===== src/rtl/uart_mmio_arbiter_if.sv =====
// Uart_ift: MMIO request/response bundle between one requester and the UART slave.
// Master drives the request fields; Slave returns read data and completion pulses.
interface Uart_ift;
    logic [63:0] waddr_mem;
    logic [63:0] raddr_mem;
    logic [63:0] wdata_mem;
    logic [7:0]  wmask_mem;
    logic        wen_mem;
    logic        ren_mem;
    logic [63:0] rdata_mem;
    logic        rvalid_mem;
    logic        wvalid_mem;

    modport Master (
        output waddr_mem, raddr_mem, wdata_mem, wmask_mem, wen_mem, ren_mem,
        input  rdata_mem, rvalid_mem, wvalid_mem
    );

    modport Slave (
        input  waddr_mem, raddr_mem, wdata_mem, wmask_mem, wen_mem, ren_mem,
        output rdata_mem, rvalid_mem, wvalid_mem
    );
endinterface


===== src/rtl/uart_mmio_arbiter.sv =====
// Round-robin arbiter sharing one UART MMIO slave between core (m0) and debug/DMA (m1).
// Optional watchdog completion enabled by defining UART_ARB_TIMEOUT_EN.
module uart_mmio_arbiter #(
    parameter int unsigned TIMEOUT       = 256,
    parameter logic [63:0] TIMEOUT_RDATA = 64'hDEAD_BEEF_DEAD_BEEF
) (
    input  logic    clk,
    input  logic    rstn,
    Uart_ift.Slave  m0,
    Uart_ift.Slave  m1,
    Uart_ift.Master uart
`ifdef UART_ARB_TIMEOUT_EN
    ,
    output logic    timeout_o
`endif
);
    typedef enum logic [1:0] {
        S_IDLE = 2'd0,
        S_RD   = 2'd1,
        S_WR   = 2'd2
    } state_t;

    state_t      r_state;
    state_t      w_state_nxt;
    logic        r_prio;
    logic        r_gnt_id;
    logic        r_ren;
    logic        r_wen;
    logic [63:0] r_raddr;
    logic [63:0] r_waddr;
    logic [63:0] r_wdata;
    logic [7:0]  r_wmask;

    logic        w_req0;
    logic        w_req1;
    logic        w_win;
    logic        w_win_wr;
    logic        w_grant;
    logic        w_to;
    logic        w_done_rd;
    logic        w_done_wr;
    logic        w_done;
    logic [63:0] w_rdata;

    assign w_req0   = m0.ren_mem | m0.wen_mem;
    assign w_req1   = m1.ren_mem | m1.wen_mem;
    assign w_win    = (w_req0 & w_req1) ? r_prio : w_req1;
    // A requester raising both enables gets its write serviced first.
    assign w_win_wr = w_win ? m1.wen_mem : m0.wen_mem;
    assign w_grant  = (r_state == S_IDLE) & (w_req0 | w_req1);

`ifdef UART_ARB_TIMEOUT_EN
    localparam int unsigned CNT_W = $clog2(TIMEOUT) + 1;

    logic [CNT_W-1:0] r_cnt;
    logic             w_expired;

    assign w_expired = (r_state != S_IDLE) && (r_cnt == CNT_W'(TIMEOUT - 1));
    // A real downstream valid in the expiry cycle takes precedence over the watchdog.
    assign w_to      = w_expired & ~(((r_state == S_RD) & uart.rvalid_mem) |
                                     ((r_state == S_WR) & uart.wvalid_mem));
    assign timeout_o = w_to;

    // Watchdog cycle counter: cleared on grant, counts while a transaction is open.
    always_ff @(posedge clk or negedge rstn) begin
        if (!rstn) begin
            r_cnt <= {CNT_W{1'b0}};
        end else if (w_grant) begin
            r_cnt <= {CNT_W{1'b0}};
        end else if (r_state != S_IDLE) begin
            r_cnt <= r_cnt + CNT_W'(1);
        end else begin
            r_cnt <= r_cnt;
        end
    end
`else
    logic w_unused_cfg;

    assign w_to         = 1'b0;
    assign w_unused_cfg = (TIMEOUT < 32'd2);
`endif

    assign w_done_rd = (r_state == S_RD) & (uart.rvalid_mem | w_to);
    assign w_done_wr = (r_state == S_WR) & (uart.wvalid_mem | w_to);
    assign w_done    = w_done_rd | w_done_wr;
    assign w_rdata   = w_to ? TIMEOUT_RDATA : uart.rdata_mem;

    // FSM state register.
    always_ff @(posedge clk or negedge rstn) begin
        if (!rstn) begin
            r_state <= S_IDLE;
        end else begin
            r_state <= w_state_nxt;
        end
    end

    // FSM next-state: grant from IDLE, return on the completion matching the open op.
    always_comb begin
        w_state_nxt = r_state;
        case (r_state)
            S_IDLE: begin
                if (w_grant) begin
                    w_state_nxt = w_win_wr ? S_WR : S_RD;
                end else begin
                    w_state_nxt = S_IDLE;
                end
            end
            S_RD, S_WR: begin
                if (w_done) begin
                    w_state_nxt = S_IDLE;
                end else begin
                    w_state_nxt = r_state;
                end
            end
            default: w_state_nxt = S_IDLE;
        endcase
    end

    // Downstream request registers, grant id and round-robin pointer.
    always_ff @(posedge clk or negedge rstn) begin
        if (!rstn) begin
            r_prio   <= 1'b0;
            r_gnt_id <= 1'b0;
            r_ren    <= 1'b0;
            r_wen    <= 1'b0;
            r_raddr  <= 64'd0;
            r_waddr  <= 64'd0;
            r_wdata  <= 64'd0;
            r_wmask  <= 8'd0;
        end else if (w_grant) begin
            r_gnt_id <= w_win;
            if (w_win_wr) begin
                r_wen   <= 1'b1;
                r_waddr <= w_win ? m1.waddr_mem : m0.waddr_mem;
                r_wdata <= w_win ? m1.wdata_mem : m0.wdata_mem;
                r_wmask <= w_win ? m1.wmask_mem : m0.wmask_mem;
            end else begin
                r_ren   <= 1'b1;
                r_raddr <= w_win ? m1.raddr_mem : m0.raddr_mem;
            end
        end else if (w_done) begin
            r_ren  <= 1'b0;
            r_wen  <= 1'b0;
            r_prio <= ~r_gnt_id;
        end else begin
            r_ren <= r_ren;
            r_wen <= r_wen;
        end
    end

    assign uart.ren_mem   = r_ren;
    assign uart.wen_mem   = r_wen;
    assign uart.raddr_mem = r_raddr;
    assign uart.waddr_mem = r_waddr;
    assign uart.wdata_mem = r_wdata;
    assign uart.wmask_mem = r_wmask;

    // Completion steering: only the granted requester sees rdata and valid pulses.
    always_comb begin
        m0.rdata_mem  = 64'd0;
        m0.rvalid_mem = 1'b0;
        m0.wvalid_mem = 1'b0;
        m1.rdata_mem  = 64'd0;
        m1.rvalid_mem = 1'b0;
        m1.wvalid_mem = 1'b0;
        if (r_gnt_id) begin
            m1.rdata_mem  = w_rdata;
            m1.rvalid_mem = w_done_rd;
            m1.wvalid_mem = w_done_wr;
        end else begin
            m0.rdata_mem  = w_rdata;
            m0.rvalid_mem = w_done_rd;
            m0.wvalid_mem = w_done_wr;
        end
    end
endmodule


===== src/flat_wrapper.sv =====
// flat-port wrapper written by rule: the top's interface ports become plain ports
module uart_mmio_arbiter_flat 
#(
    parameter int unsigned TIMEOUT       = 256,
    parameter logic [63:0] TIMEOUT_RDATA = 64'hDEAD_BEEF_DEAD_BEEF
)
  (clk, rstn, m0_waddr_mem, m0_raddr_mem, m0_wdata_mem, m0_wmask_mem, m0_wen_mem, m0_ren_mem, m0_rdata_mem, m0_rvalid_mem, m0_wvalid_mem, m1_waddr_mem, m1_raddr_mem, m1_wdata_mem, m1_wmask_mem, m1_wen_mem, m1_ren_mem, m1_rdata_mem, m1_rvalid_mem, m1_wvalid_mem, uart_waddr_mem, uart_raddr_mem, uart_wdata_mem, uart_wmask_mem, uart_wen_mem, uart_ren_mem, uart_rdata_mem, uart_rvalid_mem, uart_wvalid_mem);
  Uart_ift m0_i ();
  Uart_ift m1_i ();
  Uart_ift uart_i ();
  input  logic clk;
  input  logic rstn;
  input wire logic [$bits(m0_i.waddr_mem)-1:0] m0_waddr_mem;
  input wire logic [$bits(m0_i.raddr_mem)-1:0] m0_raddr_mem;
  input wire logic [$bits(m0_i.wdata_mem)-1:0] m0_wdata_mem;
  input wire logic [$bits(m0_i.wmask_mem)-1:0] m0_wmask_mem;
  input wire logic [$bits(m0_i.wen_mem)-1:0] m0_wen_mem;
  input wire logic [$bits(m0_i.ren_mem)-1:0] m0_ren_mem;
  output wire logic [$bits(m0_i.rdata_mem)-1:0] m0_rdata_mem;
  output wire logic [$bits(m0_i.rvalid_mem)-1:0] m0_rvalid_mem;
  output wire logic [$bits(m0_i.wvalid_mem)-1:0] m0_wvalid_mem;
  input wire logic [$bits(m1_i.waddr_mem)-1:0] m1_waddr_mem;
  input wire logic [$bits(m1_i.raddr_mem)-1:0] m1_raddr_mem;
  input wire logic [$bits(m1_i.wdata_mem)-1:0] m1_wdata_mem;
  input wire logic [$bits(m1_i.wmask_mem)-1:0] m1_wmask_mem;
  input wire logic [$bits(m1_i.wen_mem)-1:0] m1_wen_mem;
  input wire logic [$bits(m1_i.ren_mem)-1:0] m1_ren_mem;
  output wire logic [$bits(m1_i.rdata_mem)-1:0] m1_rdata_mem;
  output wire logic [$bits(m1_i.rvalid_mem)-1:0] m1_rvalid_mem;
  output wire logic [$bits(m1_i.wvalid_mem)-1:0] m1_wvalid_mem;
  output wire logic [$bits(uart_i.waddr_mem)-1:0] uart_waddr_mem;
  output wire logic [$bits(uart_i.raddr_mem)-1:0] uart_raddr_mem;
  output wire logic [$bits(uart_i.wdata_mem)-1:0] uart_wdata_mem;
  output wire logic [$bits(uart_i.wmask_mem)-1:0] uart_wmask_mem;
  output wire logic [$bits(uart_i.wen_mem)-1:0] uart_wen_mem;
  output wire logic [$bits(uart_i.ren_mem)-1:0] uart_ren_mem;
  input wire logic [$bits(uart_i.rdata_mem)-1:0] uart_rdata_mem;
  input wire logic [$bits(uart_i.rvalid_mem)-1:0] uart_rvalid_mem;
  input wire logic [$bits(uart_i.wvalid_mem)-1:0] uart_wvalid_mem;
  assign m0_i.waddr_mem = m0_waddr_mem;
  assign m0_i.raddr_mem = m0_raddr_mem;
  assign m0_i.wdata_mem = m0_wdata_mem;
  assign m0_i.wmask_mem = m0_wmask_mem;
  assign m0_i.wen_mem = m0_wen_mem;
  assign m0_i.ren_mem = m0_ren_mem;
  assign m0_rdata_mem = m0_i.rdata_mem;
  assign m0_rvalid_mem = m0_i.rvalid_mem;
  assign m0_wvalid_mem = m0_i.wvalid_mem;
  assign m1_i.waddr_mem = m1_waddr_mem;
  assign m1_i.raddr_mem = m1_raddr_mem;
  assign m1_i.wdata_mem = m1_wdata_mem;
  assign m1_i.wmask_mem = m1_wmask_mem;
  assign m1_i.wen_mem = m1_wen_mem;
  assign m1_i.ren_mem = m1_ren_mem;
  assign m1_rdata_mem = m1_i.rdata_mem;
  assign m1_rvalid_mem = m1_i.rvalid_mem;
  assign m1_wvalid_mem = m1_i.wvalid_mem;
  assign uart_waddr_mem = uart_i.waddr_mem;
  assign uart_raddr_mem = uart_i.raddr_mem;
  assign uart_wdata_mem = uart_i.wdata_mem;
  assign uart_wmask_mem = uart_i.wmask_mem;
  assign uart_wen_mem = uart_i.wen_mem;
  assign uart_ren_mem = uart_i.ren_mem;
  assign uart_i.rdata_mem = uart_rdata_mem;
  assign uart_i.rvalid_mem = uart_rvalid_mem;
  assign uart_i.wvalid_mem = uart_wvalid_mem;
  uart_mmio_arbiter #(.TIMEOUT(TIMEOUT), .TIMEOUT_RDATA(TIMEOUT_RDATA)) u_core (.clk(clk), .rstn(rstn), .m0(m0_i), .m1(m1_i), .uart(uart_i));
endmodule

===== config.mk =====
export PLATFORM = sky130hd
export DESIGN_NAME = uart_mmio_arbiter_flat
export DESIGN_NICKNAME = d
export VERILOG_FILES = /design/src/rtl/uart_mmio_arbiter_if.sv /design/src/rtl/uart_mmio_arbiter.sv /design/src/flat_wrapper.sv
export SDC_FILE = /design/constraint.sdc
export NUM_CORES = 1
export LEC_CHECK = 0
export CAP_MARGIN = 20
export CORE_AREA = 2 2 310 312
export CTS_CLUSTER_DIAMETER = 60
export DETAILED_ROUTE_END_ITERATION = 10
export DIE_AREA = 0 0 312 314
export PLACE_DENSITY = 0.38
export SETUP_SLACK_MARGIN = 0.05
export SLEW_MARGIN = 20
export SYNTH_ARGS = -nofsm -noshare
export SYNTH_HDL_FRONTEND = slang
export SYNTH_SLANG_ARGS = --single-unit

===== constraint.sdc =====
create_clock -name clk -period 1.47 [get_ports clk]
set_input_delay 0.294 -clock clk [delete_from_list [all_inputs] [get_ports clk]]
set_output_delay 0.294 -clock clk [all_outputs]
set_load 0.02 [all_outputs]

-- After elaboration in Yosys (flattened, before gate mapping)
Index checks and enable logic that the tools add are counted.
Widths: inputs -> output; s select.
- bits in registers: 206
- input bits: 472
- output and inout bits: 334
- logic and storage cells: 54
- eq/ne operators: 5
- mux-type cells: 21
- bitwise gates (word level): 11
- reductions and logical operators: 8
- operators by type and width (operator ; number):
    $mux 64 ; 5
    $mux 1 ; 11
    $reduce_and 2->1 ; 5
    $mux 8 ; 1
    $mux 2 ; 3
    $and 1x1->1 ; 4
    $ne 2x1->1 const B ; 2
    $or 1x1->1 ; 4
    $pmux 2 s2 ; 1
    $not 1->1 ; 3
    $eq 2x1->1 const B ; 1
    $eq 2x2->1 const B ; 1
    $logic_not 2->1 ; 1
    $ne 2x2->1 const B ; 1
    $reduce_bool 2->1 ; 1
    $reduce_or 2->1 ; 1

-- Longest topological paths before layout
Gate-level depths: netlist (run 1).
- depth in word-level cells: 7
- mapped depth: 8
- mapped depth without buffers: 6

-- Worst setup path before layout (run 1)
OpenSTA, ideal clock, no wires.
- path kind: register to register
- start point: register u_core.r_prio
- end point: register u_core.r_raddr[55], in the netlist u_core.uart.raddr_mem[55]
- library setup time: 125 ps
- data arrival time: 1472 ps
- data required time: 1345 ps
- slack: -127 ps
- stages on the path, launching flop included: 6
- path buffers: 2
- clock period less this slack: 1597 ps
- cell sequence: dfrtp_1 > o21ai_4 > buf_12 > buf_6 > mux2_4 > mux2_4
- cells in the longest elaborated chain, start to end: 4
- elaborated cells on any way between the ends: 5
- those cells by class: mux (3); bitwise (1); reduce/logical (1)
- RTL lines (item ; line ; RTL):
    from (decl) ; uart_mmio_arbiter.sv:25 ; logic r_prio;
    from (signal assigned) ; uart_mmio_arbiter.sv:144 ; r_prio <= ~r_gnt_id;
    $mux 1 (*) ; uart_mmio_arbiter.sv:47 ; assign w_win = (w_req0 & w_req1) ? r_prio : w_req1;
    $mux 1 ; uart_mmio_arbiter.sv:49 ; assign w_win_wr = w_win ? m1.wen_mem : m0.wen_mem;
    $not 1->1 (no source line) ; n/a ;
    $reduce_and 2->1 (no source line) ; n/a ;
    to (signal assigned) ; uart_mmio_arbiter.sv:139 ; r_raddr <= w_win ? m1.raddr_mem : m0.raddr_mem;
    to (decl) ; uart_mmio_arbiter.sv:29 ; logic [63:0] r_raddr;
Mark *: on every way between the ends. The rest lies on a longest branch, timed or not.
A chain may end at the register's enable or synchronous reset.

-- Worst setup path in the final report (run 1)
- start point: register u_core.r_gnt_id
- end point: output m1_rdata_mem[51]
- cells in the longest elaborated chain, start to end: 1
- RTL lines (item ; line ; RTL):
    from (decl) ; uart_mmio_arbiter.sv:26 ; logic r_gnt_id;
    from (signal assigned) ; uart_mmio_arbiter.sv:131 ; r_gnt_id <= w_win;
    $mux 64 ; uart_mmio_arbiter.sv:166 ; if (r_gnt_id) begin
    to (decl) ; flat_wrapper.sv:28 ; output wire logic [$bits(m1_i.rdata_mem)-1:0] m1_rdata_mem;
Every way passes these cells.

==> metrics, run 1 <==
io pins=806; fmax=481 MHz; die footprint=98000 um^2; yosys warns=0; Max Cap Viol=0; Netlist cell types=32; # nets final=2413; ys flop type=dfrtp_1; r2r endpoint=u_core.uart.wdata_mem[30]; Post-DRT Antenna Nets=0; status=finished, violations left; Post-synth EDFFs=0; Syn Nets=1452; Gate power share=61.6%; vias in the first global route=11700; Top cell by count, worst path=buf_8; mapped cell area=roughly 11000 um^2; global-route wire length before repair=about 87000 um; Commonest cells post-synth=206 x dfrtp_1, 141 x nand2_1, 138 x mux2i_1; top post-synthesis cells by area=dfrtp_1 47%, mux2i_1 13%, mux2_4 11%; power density of the placed cells=2120 nW/um^2; crit path time final=2080 ps; Sinks on Clock Net=206; Seq/Total Area, Yosys=46.7%; r2r startpoint=u_core.r_prio; Max Root-Sink Buffers=3; core area=94400 um^2; Slew headroom=around 61%; worst skew pair latency=approximately 540 ps; root buffer cell=clkbuf_16; crit path capture type=primary output; Sequential Power Share=20.4%; Placer Congestion=~0.83; crit path to=m1_rdata_mem[51]; Hold Path Class=in -> async; Final Non-Filler Cells=3239; CP max FO=8; CP required=1180 ps; Internal Power=32400 uW; hold slack=185 ps; pre-CTS setup slack=-1070 ps; Routed WL per cell=20.8 um; H-tree levels=2; dpl hpwl=50200 um; CP Cell Sequence=buf_12 -> buf_8 -> buf_8 -> and2_1 -> buf_6; Leak=0.0112 uW; total power=53200 uW; setup TNS=-135370 ps; Placed Instances=around 3100; most common cell in the netlist=dfrtp_1; CTS buffer count=36; 1st-pass router iterations=5; P&R area growth vs syn=128%; r2r setup slk=-420 ps; part of the power in the clock network=18.0%; Post-Route WL=about 67000 um; fraction of layout cells with a size suffix above 1=a little over two fifths; switching part of the total=39.1%; pin count of the biggest net entering global routing=53; failing checks=negative setup slack; Worst path slowest cell=dfrtp_4; crit path DAT=1780 ps; row cnt=113; CTS tree=done; worst r2r path cells=5; fraction of registers with async set/reset=100%; P_sw=between 20000 and 25000 uW; Setup WS post-layout=-608 ps; top-area cell type share of the netlist area=46.7%; gr usage total=12.2%; Die X=about 310 um; final period utilization=141%; initial antenna violation count=10; Clock Pin Slew Worst Setup and Hold Paths=approximately 60 ps; Vias/cell=3.46; Critical Path Start Type=flip-flop; number of DRC markers in iteration 0=around 310; post-synthesis instance total=977; final setup vio count=350; Slew @ Worst Pin=576 ps; Worst Skew=approximately 14 ps; Max VDD drop=0.000826 V; Critical Path Start=u_core.r_gnt_id; Synth area leader=dfrtp_1; Final Max Tran Viols=0; Final Hold Viols=0; initial core utilization=11.7%; Yosys reg bits=206; gr ovfl total=0; # port buffers=~810; average size of a mapped cell=between 10 and 15 um^2; DR DRC count=0; die height=314 um; Largest stage delay, worst path=approximately 530 ps; DR vias=11200; RSZ-0062 raised after global routing=yes; critical path class=reg -> out
[power by group through the flow]
| stage | logic [uW] | registers, uW | clock network (uW) |
|---|---|---|---|
| after floorplan | 9720 | 13400 | 0 |
| after global placement | 27000 | 10500 | 0 |
| after detailed placement | 27000 | 10500 | 0 |
| after CTS | 28800 | 10500 | 10000 |
| after global routing | 34700 | 11200 | 10200 |
| final | 32800 | 10900 | 9580 |
[registers in the layout (all words and copies together) (netlist names)]
signal                 cells
u_core.r_prio              1
u_core.uart.waddr_mem     64
u_core.uart.ren_mem        1
u_core.r_state             2
u_core.uart.raddr_mem     64
u_core.r_gnt_id            1
u_core.uart.wmask_mem      8
u_core.uart.wdata_mem     64
u_core.uart.wen_mem        1
[how the worst min path moves through the flow]
| stage | cells past startpoint | from | slack (ps) | end |
|---|---|---|---|---|
| global placement | 1 | rstn | 160 | u_core.uart.wmask_mem[2] |
| finish | 2 | rstn | 180 | u_core.uart.wdata_mem[34] |
| floorplan | 0 | rstn | -2 | u_core.r_gnt_id |
| global route | 2 | rstn | 170 | u_core.uart.waddr_mem[1] |
| CTS | 2 | rstn | 140 | u_core.uart.wdata_mem[34] |
| detailed placement | 1 | rstn | 160 | u_core.uart.wmask_mem[2] |
[area by class of cell]
cell class	count	area, um^2
timing repair buffer	996	11000
multi-input combinational	693	5980
clock inverter	16	289
inverter	5	21.3
antenna	8	20.0
clock buffer	50	1060
sequential	206	5160
fill	10000	69300
tap	1265	1580
[cell families (layout without fill, tap and decap cells)]
kind of cell             Yosys count  count (layout)  share of synthesized area (%)
other                              0               8                              0
AND/OR/NAND/NOR                  277             277                           12.4
AO/OA/AOI/OAI                    146             146                           6.96
buffers and inverters             78            1067                           5.14
adder cells (fa/ha/maj)            3               3                          0.340
multiplexers                     267             267                           28.4
flip-flops                       206             206                           46.7
[cell usage in the layout, fill, tap and decap left out, types with 5 or more instances in the layout]
cell type / count
buf_4: 140
buf_2: 20
clkbuf_8: 6
mux2_4: 85
clkbuf_1: 6
dfrtp_1: 201
clkdlybuf4s15_2: 5
nand2_1: 126
buf_8: 12
clkdlybuf4s50_1: 477
o21ai_1: 127
diode_2: 8
nand2_2: 12
buf_6: 251
bufinv_16: 7
o21ai_2: 7
nor2b_1: 21
and2_4: 37
and2_1: 27
buf_12: 50
buf_16: 14
mux2_2: 44
mux2i_4: 9
clkbuf_16: 62
mux2i_1: 126
nor2b_4: 39
[repair_timing]
item / in CTS / in global routing
setup endpoints to repair: 540 / 540
setup buffers: 10 / 44
endpoints found under the hold margin: 166 / 0
gates cloned: 6 / 29
pin swaps: 1 / 13
resized for setup: 785 / 998
hold buffers: 1 / 0
[through the flow]
step                utilization, %  instance area (um^2)
detailed placement            22.7                 21400
CTS                           24.6                 23300
global placement              22.7                 21400
finish                        26.6                 25100
floorplan                        -                 11100
global route                  26.6                 25100
[per-layer routing]
layer	part of all wire [%]	track usage, %	routed length [um]	vias up
met2	52	22.7	35000	491
met3	8.0	4.18	5360	79
li1	-	-	-	5284
met5	0	0	0	-
met4	3.3	4.11	2220	0
met1	37	12.9	24600	5337
[critical path, delay by kind of cell (launching register included)]
family	cells	cell delay, ps
DFF	1	530
and+or+nand+nor	1	150
buffers and inverters	4	560
Note: power is estimated with default switching activity, not from simulation.
==> inputs of run 2 (changes only) <==
Settings changed: ABC_CLOCK_PERIOD_IN_PS from default to 2300, CORE_AREA 2 2 310 312 to 4 4 308 310.
Clock period 1.47 ns to 2.3 ns, I/O delays scaled along.
==> run 2 against run 1 <==
The run now ends clean. Sequential power decreased by 40%. Sequential share of layout area increased by 2.5 points. Routed wire length decreased by 11%. First-iteration DRC count increased by 0.97%. Critical path type unchanged. Power decreased by 46%. Combinational power decreased by 51%. Final cell count decreased by 5.8%. Largest cell class unchanged. Hold slack improved by 290 ps.
==> metrics, run 2 (synthesis gave the netlist of run 1 again) <==
status=completed (was finished, violations left); r2r startpoint=u_core.r_prio (unchanged); initial antenna violation count=15 (was 10); die height=314 um (unchanged); die footprint=98000 um^2 (unchanged); global-route wire length before repair=84000 um (was 87100 um); final setup vio count=0 (was 350); # nets final=2309 (was 2413); crit path DAT=1750 ps (was 1780 ps); # port buffers=805 (unchanged); final period utilization=96.0%; Hold Path Class=reg -> reg (was in -> async); gr usage total=11.6% (was 12.2%); Placed Instances=2976 (was 3075); CP required=1840 ps (was 1180 ps); Setup WS post-layout=92.8 ps (was -608 ps); Largest stage delay, worst path=550 ps (was 530 ps); WP depth=3 (was 5); number of DRC markers in iteration 0=312 (was 309); DR DRC count=0 (unchanged); P&R area growth vs syn=103% (was 128%); Slew @ Worst Pin=632 ps (was 576 ps); Hold Path Depth=2; Die X=312 um (unchanged); crit path buf inv count=2 (was 4); CTS buffer count=39 (was 36); Met2 Wirelength=30600 um (was 35000 um); pre-CTS setup slack=-137 ps (was -1070 ps); post-route cell area=22400 um^2 (was 25100 um^2); setup TNS=0 ps (was -135370 ps); gr ovfl total=0 (unchanged); Routed WL per cell=19.5 um (was 20.8 um); pin count of the biggest net entering global routing=60 (was 53); Final Non-Filler Cells=3052 (was 3239); most frequent cells in the layout=667 x clkdlybuf4s50_1, 205 x dfrtp_1, 141 x nand2_1 (was 477 x clkdlybuf4s50_1, 251 x buf_6, 201 x dfrtp_1); Final Max Tran Viols=0 (unchanged); WL met3=5790 um (was 5360 um); H-tree levels=2 (unchanged); CP top delay family=flip-flops (was buffers and inverters); fraction of layout cells with a size suffix above 1=22.2% (was 42.5%); RSZ-0062 raised after global routing=yes (unchanged); Max Cap Viol=0 (unchanged); Placer Congestion=0.816 (was 0.827); Leak=0.00942 uW (was 0.0112 uW); DR vias=10500 (was 11200); Critical Path Start Type=flip-flop (unchanged); initial core utilization=12.0% (was 11.7%); CP Cell Sequence=buf_12 -> and2_1 -> clkdlybuf4s18_2 (was buf_12 -> buf_8 -> buf_8 -> and2_1 -> buf_6); wire length on met1=21400 um (was 24600 um); most common cell after layout, fill and taps aside=clkdlybuf4s50_1 (unchanged); Worst path slowest cell=dfrtp_4 (unchanged); worst skew pair latency=550 ps (was 540 ps); row cnt=111 (was 113); Vias/cell=3.45 (was 3.46); io pins=806 (unchanged); crit path time final=2210 ps; Clock Pin Slew Worst Setup and Hold Paths=50 ps (was 60 ps); Worst Skew=11.9 ps (was 13.8 ps); critical path class=reg -> out (unchanged); total power=28700 uW (was 53200 uW); crit path capture type=primary output (unchanged); vias in the first global route=11600 (was 11700); Post-DRT Antenna Nets=0 (unchanged); 1st-pass router iterations=6 (was 5); dpl hpwl=49400 um (was 50200 um); placed cell area=21100 um^2 (was 21400 um^2); worst r2r path cells=5 (unchanged); Sinks on Clock Net=206 (unchanged); power density of the placed cells=1280 nW/um^2 (was 2120 nW/um^2); Hold Crit Start=u_core.uart.wdata_mem[32]; r2r endpoint=u_core.uart.raddr_mem[1] (was u_core.uart.wdata_mem[30]); Max Root-Sink Buffers=3 (unchanged); CTS tree=done (unchanged); fmax=453 MHz; Hold Path End=u_core.uart.wdata_mem[32]; Final Hold Viols=0 (unchanged); Slew headroom=57.9% (was 60.5%); Post-Route WL=59600 um (was 67200 um); root buffer cell=clkbuf_16 (unchanged); core area=91700 um^2 (was 94400 um^2); r2r setup slk=470 ps (was -420 ps); top sig layer=met5 (was met4); Max VDD drop=0.000459 V (was 0.000826 V); CP max FO=42 (was 8)
[run 2: metal layers]
metal  vias to the layer above  track usage, %
li1                       5059               -
met1                      4870            11.9
met2                       484            21.2
met3                        96            5.02
met4                         6            3.88
met5                         -               0
[run 2: worst reg2reg max path, delay by kind of cell, from the launching register on]
kind | cells | cell delay (ps)
DFF | 1 | 490
muxes | 1 | 380
buffers and inverters | 2 | 350
AOI/OAI and AO/OA | 2 | 500
[run 2: metrics by stage]
| stage | utilization, % | hold slack (ps) |
|---|---|---|
| 2_1_floorplan | - | 164 |
| 3_3_place_gp | 23.1 | 466 |
| 3_5_place_dp | 23.1 | 475 |
| 4_1_cts | 24.6 | 469 |
| 5_1_grt | 24.4 | 490 |
| 6_report | 24.4 | 478 |
[run 2: final cells by class]
type | count | area (um^2)
clock buffers | 50 | 1100
fillers | 9788 | 69300
repair buffers | 889 | 9050
inverters | 5 | 18.8
multi-input cells | 693 | 5330
flip-flops and latches | 206 | 5160
clock inverters | 19 | 240
well taps | 1186 | 1480
diodes | 4 | 10.0
[run 2: report_power, final]
part | total (uW) | switching [uW] | internal (uW)
registers | 6540 | 1080 | 5460
clock network | 5960 | 2120 | 3830
logic | 16200 | 8250 | 7950
[run 2: what timing repair did]
| action | 4_1_cts | 5_1_grt |
|---|---|---|
| hold buffers | 1 | 0 |
| endpoints found under the hold margin | 47 | 0 |
| resized for setup | 400 | 26 |
| endpoints found under the setup margin | 131 | 27 |
| setup buffers | 2 | 0 |
[run 2: worst max path at each step]
stage | to | slack, ps | from
2_1_floorplan | u_core.uart.raddr_mem[55] | 540 | m1_wen_mem
3_3_place_gp | u_core.uart.wdata_mem[49] | -100 | m1_wen_mem
3_5_place_dp | u_core.uart.wdata_mem[49] | -140 | m1_ren_mem
4_1_cts | m1_rdata_mem[42] | 20 | u_core.r_gnt_id
5_1_grt | m1_rdata_mem[42] | 3 | u_core.r_gnt_id
6_report | m1_rdata_mem[42] | 90 | u_core.r_gnt_id
==> inputs of run 3 (changes only) <==
Settings changed: ABC_CLOCK_PERIOD_IN_PS 2300 to 2600, CORE_AREA 4 4 308 310 to 4 4 313 315, DIE_AREA 0 0 312 314 to 0 0 317 319, PLACE_DENSITY 0.38 to 0.37.
Clock period 2.3 ns to 2.6 ns, I/O delays scaled along.
==> run 3 against run 2 <==
Global-route usage decreased by 0.59 points. Sequential power fell by 12%. Hold slack better by 0.53 ps. Non-clock buffer count fell by 14. Clock skew grew 7.3 ps. Via count fell by 1.8%. Final cell count increased by 2.0%. Core utilization decreased by 1.2 points. First-iteration DRC count decreased by 33%. Register-to-register slack better by 50 ps.
==> metrics, run 3 (synthesis gave the netlist of run 1 again) <==
status=completed (unchanged); CP max FO=22 (was 42); r2r startpoint=u_core.r_prio (unchanged); number of DRC markers in iteration 0=208 (was 312); final setup vio count=0 (unchanged); power density of the placed cells=1130 nW/um^2 (was 1280 nW/um^2); initial core utilization=11.6% (was 12.0%); die footprint=101000 um^2 (was 98000 um^2); 1st-pass router iterations=4 (was 6); Final Hold Viols=0 (unchanged); GR Layer Usage met1=11.9% (about the same); pin count of the biggest net entering global routing=66 (was 60); Placer Congestion=0.786 (was 0.816); die height=319 um (was 314 um); r2r endpoint=u_core.uart.waddr_mem[63] (was u_core.uart.raddr_mem[1]); most common cell after layout, fill and taps aside=clkdlybuf4s50_1 (unchanged); crit path time final=2420 ps; gr ovfl total=0 (unchanged); Max Cap Viol=0 (unchanged); vias in the first global route=11200 (was 11600); P&R area growth vs syn=100% (was 103%); initial antenna violation count=3 (was 15); Hold Path Class=reg -> reg (unchanged); crit path to=m0_rdata_mem[21] (was m1_rdata_mem[42]); Worst path slowest cell=dfrtp_4 (unchanged); Vias/cell=3.32 (was 3.45); CTS buffer count=38 (was 39); gr busiest metal=met2 (unchanged); Slew headroom=53.0% (was 57.9%); CP required=2080 ps (was 1840 ps); total power=25000 uW (was 28700 uW); Critical Path Start Type=flip-flop (unchanged); most frequent cells in the layout=672 x clkdlybuf4s50_1, 205 x dfrtp_1, 141 x nand2_1 (was 667 x clkdlybuf4s50_1, 205 x dfrtp_1, 141 x nand2_1); Die X=317 um (was 312 um); # port buffers=805 (unchanged); Final Max Tran Viols=0 (unchanged); final period utilization=93.0%; Post-Route WL=59000 um (was 59600 um); # nets final=2294 (was 2309); Post-DRT Antenna Nets=0 (unchanged); row cnt=113 (was 111); DR vias=10300 (was 10500); post-route cell area=22100 um^2 (was 22400 um^2); Max Root-Sink Buffers=3 (unchanged); io pins=806 (unchanged); Critical Path Start=u_core.r_gnt_id (unchanged); grt met3 use=4.62% (was 5.02%); CTS tree=done (unchanged); dpl hpwl=48700 um (was 49400 um); Largest stage delay, worst path=490 ps (was 550 ps); gr usage total=11.0% (was 11.6%); core area=94900 um^2 (was 91700 um^2); Worst Skew=19.2 ps (was 11.9 ps); Sinks on Clock Net=206 (unchanged); critical path class=reg -> out (unchanged); global-route wire length before repair=81300 um (was 84000 um); placed cell area=20900 um^2 (was 21100 um^2); crit path DAT=1900 ps (was 1750 ps); RSZ-0062 raised after global routing=no (was yes); Leak=0.00956 uW (was 0.00942 uW); worst r2r path cells=5 (unchanged); CP Cell Sequence=buf_12 -> buf_4 -> nor2b_1 -> dlygate4sd2_1 (was buf_12 -> and2_1 -> clkdlybuf4s18_2); root buffer cell=clkbuf_16 (unchanged); crit path capture type=primary output (unchanged); worst skew pair latency=560 ps (was 550 ps); DR DRC count=0 (unchanged); Max VDD drop=0.000499 V (was 0.000459 V); r2r setup slk=520 ps (was 470 ps); Clock Pin Slew Worst Setup and Hold Paths=50 ps (about the same); fraction of layout cells with a size suffix above 1=14.5% (was 22.2%); met2 Track Usage GR=19.6% (was 21.2%); H-tree levels=2 (unchanged); Routed WL per cell=19.0 um (was 19.5 um); fmax=about 410 MHz; Slew @ Worst Pin=685 ps (was 632 ps)
[run 3: cell types whose count changed in the layout (fill, tap and decap cells not counted), sizes merged, moves of 2 or more]
cell / before / now
buf: 123 / 71
clkbuf: 60 / 48
clkdlybuf4s15: 84 / 0
clkdlybuf4s18: 2 / 0
clkdlybuf4s50: 667 / 672
dlygate4sd2: 2 / 128
[run 3: stage by stage]
| step | TNS (ps) | worst slack [ps] | std cells | util [%] | hold WS, ps |
|---|---|---|---|---|---|
| after detailed placement | -401 | -97.4 | 3039 | 22.0 | 474 |
| after CTS | 0 | 54.2 | 3109 | 23.3 | 486 |
| after global placement | -195 | -88.9 | 3039 | 22.0 | 467 |
| after floorplan | 0 | 781 | 977 | - | 224 |
| final | 0 | 183 | 3112 | 23.3 | 479 |
| after global routing | 0 | 55.2 | 3110 | 23.3 | 506 |
[run 3: where the power goes]
group	internal, uW	total, uW	switching, uW
clock	3290	5160	1870
sequential	4830	5730	901
combinational	6660	14100	7410
[run 3: area by class of cell]
cell class / count / area (um^2)
fillers: 10200 / 72800
repair buffers: 875 / 8680
multi-input cells: 693 / 5330
flip-flops and latches: 206 / 5160
well taps: 1265 / 1580
clock buffers: 46 / 1010
clock inverters: 19 / 284
inverters: 5 / 18.8
diodes: 3 / 7.51
[run 3: metal layers]
| metal | part of all wire [%] | up-vias |
|---|---|---|
| met2 | 49 | 489 |
| li1 | - | 5032 |
| met3 | 11 | 78 |
| met5 | 0.020 | - |
| met4 | 2.7 | 2 |
| met1 | 37 | 4723 |
[run 3: critical path: cells and delay by family (launching register included)]
kind	cells	cell delay (ps)
flops	1	490
buf+inv	3	740
simple gates	1	110
[run 3: how the worst min path moves through the flow]
stage | start | endpoint | cells after the start
5_1_grt | u_core.uart.wdata_mem[35] | u_core.uart.wdata_mem[35] | 2
3_5_place_dp | u_core.uart.wdata_mem[8] | u_core.uart.wdata_mem[8] | 2
3_3_place_gp | u_core.uart.waddr_mem[20] | u_core.uart.waddr_mem[20] | 2
2_1_floorplan | rstn | u_core.r_gnt_id | 0
4_1_cts | u_core.uart.wdata_mem[8] | u_core.uart.wdata_mem[8] | 2
6_report | u_core.uart.waddr_mem[39] | u_core.uart.waddr_mem[39] | 2
[run 3: repair_timing]
action / in CTS / in global routing
setup endpoints to repair: 131 / 3
setup buffers: 4 / 0
endpoints found under the hold margin: 50 / 0
hold buffers: 1 / 0
gates resized for setup: 131 / 5
==> variant, RTL diff (flow settings as in run 1) <==
Encoding of `state_t`: now one-hot (3 bits for 3 states).
--- a/src/rtl/uart_mmio_arbiter.sv
+++ b/src/rtl/uart_mmio_arbiter.sv
@@ -14,10 +14,10 @@
     output logic    timeout_o
 `endif
 );
-    typedef enum logic [1:0] {
-        S_IDLE = 2'd0,
-        S_RD   = 2'd1,
-        S_WR   = 2'd2
+    typedef enum logic [2:0] {
+        S_IDLE = 3'b001,
+        S_RD   = 3'b010,
+        S_WR   = 3'b100
     } state_t;
 
     state_t      r_state;
Check against the original RTL: same outputs for any inputs over 4 cycles, from zero or initial values and one cycle with rstn low; so few cycles prove little.
==> variant against run 1 <==
The run still ends with setup timing left. Clock power fell by 22%. Total power shrank 0.26%. Worst setup slack better by 0.023 ns. Sequential cell count is 1 higher. Synthesized area fell by 1.9%. Critical path depth shrank 1. Utilization down 0.050 points. Routed wire length increased by 0.73%. Cell count increased by 1.1%. Design area is 0.19% lower. Combinational power rose by 5%. Sequential share of layout area increased by 0.18 points. Critical endpoint is now m1_rdata_mem[38].
==> variant: results (changes against run 1) <==
Global route:
- The met1 track utilization from global routing is 12.36% (-0.51 points).
- The largest net degree at the start of global routing is 50 (-5.7%).
- The number of global-route vias before repair is 11525 (-1.7%).
- The total global-route track usage is 11.86% (-0.38 points).
- The number of antenna violations at the first check in global routing is 17 (+7).
- The met2 demand-to-capacity share in global routing is 22.17% (-0.50 points).
- The met3 usage in global routing came to 3.584% (-0.60 points).
- The wire length of the first global-routing pass came to 84.73 mm (-2.8%).

Finish:
- The total number of multi-input combinational cells is 701 (+1.2%).
- The non-clock buffering overhead in the final layout was 43.67% (-0.13 points).
- The fill cell total of the finished layout is 10088 (+0.62%).
- The fraction of area in registers came to 20.74% (+0.18 points).
- The final-stage net count is 2452 (+1.6%).
- The number of antenna diodes is 9 (+1).
- The layout clock buffer count came to 45 (-10%).
- The inverter count is 3 (-2).
- The clock tree cell share of total cell area is 3.999% (-1.4 points).
- The share of cells above drive strength 1 is 47.38% (+4.9 points).
- The total area of multi-input combinational cells is 0.006300 mm² (+5.4%).

Clock tree:
- The buffer cell driving the clock tree root is sky130_fd_sc_hd__clkbuf_16.
- The clock latency on the worst-skew pair was 0.61 ns (+0.07 ns).
- The depth of the CTS H-tree is 1 (-1).
- The total CTS buffers is 31 (-14%).

Timing:
- The total setup violations reported at the end of the flow came to 356 (+1.7%).
- The setup clock skew after layout is 0.02236 ns (+0.008540 ns).
- The final setup slack of the worst path was -0.5853 ns (+0.02291 ns).
- The headroom to the max-slew limit is 70.17% (+9.6 points).

Route:
- The wire length on met2 is 36.12 mm (+3.2%).
- The via-per-instance ratio was 3.543 (+2.5%).
- The met3 wire length is 5.051 mm (-5.7%).
- The detailed-routing wirelength on met1 was 24.53 mm (-0.48%).
- The iteration count of the initial detailed-routing pass is 4 (-1).
- The detailed router's first-iteration violation count is 316 (+2.3%).
- The routed length per placed instance came to 20.68 µm (-0.37%).

Yosys:
- Ranked by total cell area, the synthesized netlist is headed by sky130_fd_sc_hd__dfrtp_1, sky130_fd_sc_hd__mux2i_1, sky130_fd_sc_hd__o21ai_1.
- The sequential element share of the synthesized area came to 47.86% (+1.1 points).
- The number of synthesized register bits is 207 (+0.49%).
- Counting instances in the post-synthesis netlist gives the leading cell types as sky130_fd_sc_hd__dfrtp_1, sky130_fd_sc_hd__nand2_1, sky130_fd_sc_hd__mux2i_1.
- The number of nets in the synthesized netlist is 1456 (+0.28%).

Place:
- The sum of net half-perimeters after detailed placement was 50.31 mm (+0.25%).
- The placer's final routability congestion estimate is 0.8073 (-2.4%).

Worst setup path:
- The startpoint identified for the worst register-to-register timing path is u_core.r_state[0].
- The signal arrival time at the worst endpoint came to 1.76 ns (-0.02 ns).
- The cell family contributing the most delay on the critical path is flip-flops.
- The maximum fanout along the worst path was 8 (unchanged).

Run status:
- The run finished, with violations left.
- The final reports fail on setup timing.

Power:
- The total leakage power was 11.19 nW (about the same).
- The worst supply voltage drop on vdd is 980.1 µV (+19%).
## variant: changes by cell type after synthesis, sizes merged, moves of 2 or more
cell,change
a21oi,+4
o41ai,+2
mux2i,-2
inv,-2
nand3b,+2
ha,-3
and3,-2
nor2b,+3
nor3,+2
nor3b,+2
nand2,-2
## variant: where the power goes
part	switching, mW	total [mW]	internal [mW]
Clock	2.97	7.45	4.47
Combinational	16.0	34.3	18.3
Sequential	2.69	11.3	8.64
Total	21.7	53.1	31.4
## variant: timing repair
| item | in CTS | in global routing |
|---|---|---|
| hold buffers | 1 | 0 |
| resized for setup | 640 | 1338 |
| gates cloned | 2 | 40 |
| endpoints found under the hold margin | 195 | 0 |
| buffers inserted | 6 | 95 |
| setup endpoints to repair | 539 | 539 |
| pin swaps | 2 | 129 |
## variant: path summary, 6_finish.rpt
path	slack [ns]	cells past startpoint	endpoint
setup / recovery	-0.59	4	m1_rdata_mem[38]
hold / removal	0.20	2	u_core.uart.wdata_mem[5]
setup reg to reg	-0.54	7	u_core.uart.raddr_mem[46]
hold reg to reg	0.50	2	u_core.uart.waddr_mem[8]
max in group asynchronous	0.55	4	u_core.uart.raddr_mem[58]
min in group clk	0.32	3	u_core.uart.wdata_mem[28]
## variant: cell families after synthesis
kind of cell,synth area share (%)
multiplexers,27.35
AO/OA/AOI/OAI,7.316
AND/OR/NAND/NOR,13.15
flip-flops,47.86
buffers and inverters,4.323
## variant: through the flow
step           TNS [ns]  power [mW]  setup slack [ns]  area (µm²)  cells
2_1_floorplan    -14.25       23.22           -0.1750       11010    984
6_report        -155.85       53.09           -0.5853       25060   3275
5_1_grt         -195.47       56.02           -0.6498       25050   3272
4_1_cts         -234.25       44.47           -0.6137       21940   3135
3_5_place_dp    -243.91       36.78            -1.235       21150   3074
3_3_place_gp    -240.61       36.70            -1.181       21150   3074
